==> config.mk <==
export PLATFORM = sky130hd
export DESIGN_NAME = serial_adder
export DESIGN_NICKNAME = d
export VERILOG_FILES = /design/src/rtl/adder_pkg.sv /design/src/rtl/full_adder.sv /design/src/rtl/serial_adder.sv
export SDC_FILE = /design/constraint.sdc
export NUM_CORES = 1
export LEC_CHECK = 0
export BUFFER_PORTS_ARGS = -buffer_cell sky130_fd_sc_hd__buf_2
export CORE_MARGIN = 2
export CORE_UTILIZATION = 50
export CTS_BUF_LIST = sky130_fd_sc_hd__clkbuf_8
export CTS_CLUSTER_DIAMETER = 120
export DETAILED_ROUTE_END_ITERATION = 16
export MAX_ROUTING_LAYER = met4
export PLACE_DENSITY_LB_ADDON = 0.15
export REMOVE_ABC_BUFFERS = 1
export SYNTH_ARGS = -nofsm -noshare
export SYNTH_HDL_FRONTEND = slang
export SYNTH_SLANG_ARGS = --single-unit
==> constraint.sdc <==
create_clock -name clk -period 2.6 [get_ports clk]
set_clock_uncertainty 0.1 [all_clocks]
set_input_delay 0.13 -clock clk [delete_from_list [all_inputs] [get_ports clk]]
set_output_delay 0.13 -clock clk [all_outputs]
set_load 0.1 [all_outputs]
==> src/rtl/adder_pkg.sv <==
// adder_pkg: shared definitions for the bit-serial adder.
//   state_e       - controller states (IDLE, RUN, DONE)
//   DEFAULT_WIDTH - default operand/sum width in bits
package adder_pkg;

    typedef enum logic [1:0] {
        IDLE = 2'd0,
        RUN  = 2'd1,
        DONE = 2'd2
    } state_e;

    localparam int unsigned DEFAULT_WIDTH = 8;

endpackage : adder_pkg

==> src/rtl/full_adder.sv <==
// full_adder: one-bit combinational full adder.
//   a, b, cin - input bits
//   sum       - a ^ b ^ cin
//   cout      - majority(a, b, cin)
module full_adder (
    input  logic a,
    input  logic b,
    input  logic cin,
    output logic sum,
    output logic cout
);

    assign sum  = a ^ b ^ cin;
    assign cout = (a & b) | (a & cin) | (b & cin);

endmodule : full_adder

==> src/rtl/serial_adder.sv <==
// serial_adder: bit-serial unsigned adder with valid/ready handshakes.
//   clk, rst_n          - clock, asynchronous active-low reset
//   in_valid, in_ready  - operand handshake (accepted only in IDLE)
//   a, b                - WIDTH-bit operands, captured on acceptance
//   out_valid, out_ready- result handshake (result held in DONE)
//   sum, carry_out      - last completed result, qualified by out_valid
module serial_adder
    import adder_pkg::*;
#(
    parameter int unsigned WIDTH = DEFAULT_WIDTH
) (
    input  logic             clk,
    input  logic             rst_n,
    input  logic             in_valid,
    output logic             in_ready,
    input  logic [WIDTH-1:0] a,
    input  logic [WIDTH-1:0] b,
    output logic             out_valid,
    input  logic             out_ready,
    output logic [WIDTH-1:0] sum,
    output logic             carry_out
);

    // Counter must be able to hold WIDTH itself: the count runs 0..WIDTH.
    localparam int unsigned CW = $clog2(WIDTH + 1);
    localparam logic [CW-1:0] LAST = CW'(WIDTH);

    state_e           state_q, state_d;
    logic [WIDTH-1:0] a_q, a_d;
    logic [WIDTH-1:0] b_q, b_d;
    logic [WIDTH-1:0] acc_q, acc_d;
    logic [WIDTH-1:0] sum_q, sum_d;
    logic             carry_q, carry_d;
    logic             cout_q, cout_d;
    logic [CW-1:0]    cnt_q, cnt_d;

    logic fa_sum;
    logic fa_cout;

    // Operands are shifted right each step, so bit 0 is always the current bit.
    full_adder u_fa (
        .a    (a_q[0]),
        .b    (b_q[0]),
        .cin  (carry_q),
        .sum  (fa_sum),
        .cout (fa_cout)
    );

    always_comb begin
        state_d = state_q;
        a_d     = a_q;
        b_d     = b_q;
        acc_d   = acc_q;
        sum_d   = sum_q;
        carry_d = carry_q;
        cout_d  = cout_q;
        cnt_d   = cnt_q;

        unique case (state_q)
            IDLE: begin
                if (in_valid) begin
                    a_d     = a;
                    b_d     = b;
                    carry_d = 1'b0;
                    cnt_d   = '0;
                    state_d = RUN;
                end
            end
            RUN: begin
                if (cnt_q != LAST) begin
                    // Sum bits enter at the MSB; after WIDTH steps bit 0 is the LSB.
                    acc_d   = {fa_sum, acc_q[WIDTH-1:1]};
                    carry_d = fa_cout;
                    a_d     = a_q >> 1;
                    b_d     = b_q >> 1;
                    cnt_d   = cnt_q + CW'(1);
                end else begin
                    // Publish only here so sum/carry_out hold the previous
                    // result throughout RUN.
                    sum_d   = acc_q;
                    cout_d  = carry_q;
                    state_d = DONE;
                end
            end
            DONE: begin
                if (out_ready) begin
                    state_d = IDLE;
                end
            end
            default: state_d = IDLE;
        endcase
    end

    always_ff @(posedge clk or negedge rst_n) begin
        if (!rst_n) begin
            state_q <= IDLE;
            a_q     <= '0;
            b_q     <= '0;
            acc_q   <= '0;
            sum_q   <= '0;
            carry_q <= 1'b0;
            cout_q  <= 1'b0;
            cnt_q   <= '0;
        end else begin
            state_q <= state_d;
            a_q     <= a_d;
            b_q     <= b_d;
            acc_q   <= acc_d;
            sum_q   <= sum_d;
            carry_q <= carry_d;
            cout_q  <= cout_d;
            cnt_q   <= cnt_d;
        end
    end

    assign in_ready  = (state_q == IDLE);
    assign out_valid = (state_q == DONE);
    assign sum       = sum_q;
    assign carry_out = cout_q;

endmodule : serial_adder
==> results.md <==
| Quantity | Reported | Unit |
|:---|:---|:---|
| Count of yosys warnings during synthesis | 0 | - |
| Grt total ovfl | 0 | - |
| Mapped Area | 1847 | um2 |
| Global placer's final weighted congestion | 0.7132 | - |
| Final HPWL DP | 2.037 | mm |
| Required time of the worst setup path | 2680 | ps |
| Core box area | 3606 | um2 |
| I/O pin count | 31 | - |
| Portion of synthesized cell area occupied by the leading cell type | 54.20 | % |
| Die Y | 64.78 | um |
| Area share of xor/xnor cells in the synthesized design | 0.4743 | % |
| Gate count of the mapped netlist | 125 | - |
| Final setup violation count | 0 | - |
| Detail-routed net length per standard cell | 13.77 | um |
| Final instance count without filler cells | 213 | - |
| Setup CP Type | reg -> reg | - |
| TritonCTS buffer count | 5 | - |
| Initial antenna violation count | 0 | - |
| Slew Limit Fails | 0 | - |
| Number of failing hold endpoints at the final stage | 0 | - |
| Post-synthesis compound-gate area fraction | 4.743 | % |
| Cell variety after synth | 29 | - |
| Routed metal-1 wire length | 1.215 | mm |
| Total negative slack | 0 | ps |
| Max-slew headroom at the worst pin | 41.88 | % |
| Number of buffers inserted by port buffering | 30 | - |
| Average size of a mapped cell | 14.77 | um2 |
| # clock sinks | 40 | - |
| Prevailing post-synth register cell | sky130_fd_sc_hd__dfrtp_1 | - |
| Clock transition at the registers of the reported paths | 80 | ps |
| Worst-path fanout max | 19 | - |
| Flip-flop and latch count after synthesis | 40 | - |
| Vias post-DR | 1,087 | - |
| Cell type contributing the most total cell area after synthesis | sky130_fd_sc_hd__dfrtp_1 | - |
| First-pass GRT wire length | 4.988 | mm |
| TritonCTS clock tree | built | - |
| Biggest area contributors in the synthesized netlist | sky130_fd_sc_hd__dfrtp_1, sky130_fd_sc_hd__mux2_2, sky130_fd_sc_hd__mux2_4 | - |
| Worst Tran Pin Value | 871.9 | ps |
| Share of cells above drive strength 1 | 50.91 | % |
| Max Cap Violations | 0 | - |
| Number of post-CTS setup repair buffers | 0 | - |
| Number of nets at the end of the flow | 187 | - |
| Via-per-instance ratio | 5.103 | - |
| 1st-pass router iterations | 3 | - |
| Commonest non-fill, non-tap cell in the layout | sky130_fd_sc_hd__dfrtp_1 | - |
| Worst-skew pair later-pin latency | 290 | ps |
| Detailed router's first-iteration violation count | 31 | - |
| Status | completed | - |
| Maximum buffer depth of the clock tree | 2 | - |
| Setup repair after global routing missed its margin | no | - |
| Simple logic cell fraction of the synthesized area | 5.014 | % |
| Tcrit/Tclk final | 76.29 | % |
| Horizontal die dimension | 64.78 | um |
| Launching element type of the critical path | flop | - |
| Asr flop ratio synth | 100.0 | % |
| Arrival time at the worst endpoint | 2060 | ps |
| Worst path max stage delay | 380 | ps |
| Share of cell area taken by muxes after synthesis | 28.52 | % |
| Number of core rows | 22 | - |
| Detailed-route wire length | 2.933 | mm |
| Post-route standard cell area excluding fillers | 2185 | um2 |
| Final worst path period need | 1983 | ps |
| Root buf cell | sky130_fd_sc_hd__clkbuf_8 | - |
| DR top layer | met4 | - |
| Antenna-violating nets left | 0 | - |
| Cell-by-cell listing of the critical path | inv_1, ha_1, and3b_1, a211o_4, clkinv_8, mux2_2 | - |
| Met2 wire len | 1.542 | mm |
| Cell with the largest stage delay on the worst path | sky130_fd_sc_hd__dfrtp_1 | - |
| Max H-tree Level | 2 | - |
| Detailed route wirelength on metal3 | 129 | um |
| Overall global routing resource usage | 16.44 | % |
| Arithmetic-cell share of the synthesized area counting full adders, half adders and majority gates | 2.439 | % |
| Hold bufs inserted after CTS | 4 | - |
| Cell total after placement | 201 | - |
| Sequential cell area fraction in the yosys report | 54.20 | % |
| Dominant combinational cell family by area after synthesis | multiplexers | - |
| Largest net degree at the start of global routing | 41 | - |
| Highest Clock Rate | 0.5042 | GHz |
| Vias in the first global route | 1,085 | - |
| Worst hold path type | in -> reg | - |
| DRC | 0 | - |
| Initial Utilization | 51.21 | % |
| Post-DP Area | 2018 | um2 |
| Commonest cells after routing, fill and taps aside | sky130_fd_sc_hd__dfrtp_1, sky130_fd_sc_hd__mux2_2, sky130_fd_sc_hd__buf_2 | - |
| Total die area | 4196 | um2 |
| Crit path capture type | flop | - |
| Number of diodes added for antenna fixing | 0 | - |
| Number of gates given a new drive strength after cts | 0 | - |
| Relative area change from synthesis to final layout | 18.29 | % |
| Count of flip-flops with a built-in enable after synthesis | 0 | - |
synth_stat cells (2+ instances only):
cell and n:
sky130_fd_sc_hd__dfrtp_1 40, sky130_fd_sc_hd__mux2_4 7, sky130_fd_sc_hd__nand3_1 3, sky130_fd_sc_hd__a22o_1 2, sky130_fd_sc_hd__o21ai_0 4, sky130_fd_sc_hd__mux2i_1 5, sky130_fd_sc_hd__ha_1 2, sky130_fd_sc_hd__nor2_1 2
sky130_fd_sc_hd__nand2b_1 2, sky130_fd_sc_hd__mux2_2 33, sky130_fd_sc_hd__nor2b_1 2, sky130_fd_sc_hd__inv_1 6
path summary, 6_finish.rpt:
path	start	to	slack, ps	depth (start not counted)
worst max-delay path	cnt_q[0]	b_q[2]	620	6
worst min-delay path	b[0]	b_q[0]	30	3
worst max register to register	cnt_q[0]	b_q[2]	620	6
worst min register to register	sum[2]	sum[2]	400	1
max in group asynchronous	rst_n	a_q[3]	1470	2
min in group asynchronous	rst_n	sum[3]	390	2
stage by stage:
step / hold WS, ps / utilization [%] / worst slack, ps
finish: 32.41 / 60.58 / 616.6
global route: 48.80 / 60.58 / 484.8
CTS: 22.79 / 60.58 / 598.0
detailed placement: 196.0 / 55.97 / 614.2
global placement: 194.5 / 55.97 / 708.0
floorplan: -265.6 / - / 326.4
critical path: cells and delay by family (launching register included):
kind                       cells  cell delay [ps]
and+or+nand+nor                1              220
adders and majority gates      1              230
DFF                            1              380
AOI/OAI and AO/OA              1              380
buffers and inverters          2              210
muxes                          1              340
area by class of cell:
class                           instances  area [um2]
Sequential cell                        40        1001
Clock inverter                          1       30.03
Tap cell                               48       60.06
Multi-Input combinational cell         75       760.7
Clock buffer                            7       96.34
Inverter                                7       38.79
Timing Repair Buffer                   35       197.7
Fill cell                             316        1421
flip-flops by register name, indices dropped and copies added (netlist names):
| register | flops |
|---|---|
| sum | 8 |
| b_q | 8 |
| acc_q | 8 |
| a_q | 8 |
| state_q | 2 |
| carry_out | 1 |
| carry_q | 1 |
| cnt_q | 4 |
layer usage:
metal  global-route usage, %  vias to the layer above
met5                       -                        -
met4                   6.383                        0
met2                   27.58                       22
met1                   18.30                      543
li1                        -                      516
met3                   5.208                        6
kinds of logic after synthesis:
group | after synthesis
muxes | 45
buffers and inverters | 10
adders and majority gates | 3
xor gates and xnor gates | 1
DFF | 40
AOI/OAI and AO/OA | 12
and+or+nand+nor | 14
Power is not shown: default switching activity piles up to over one toggle a cycle in this logic, so the estimate is an artifact.
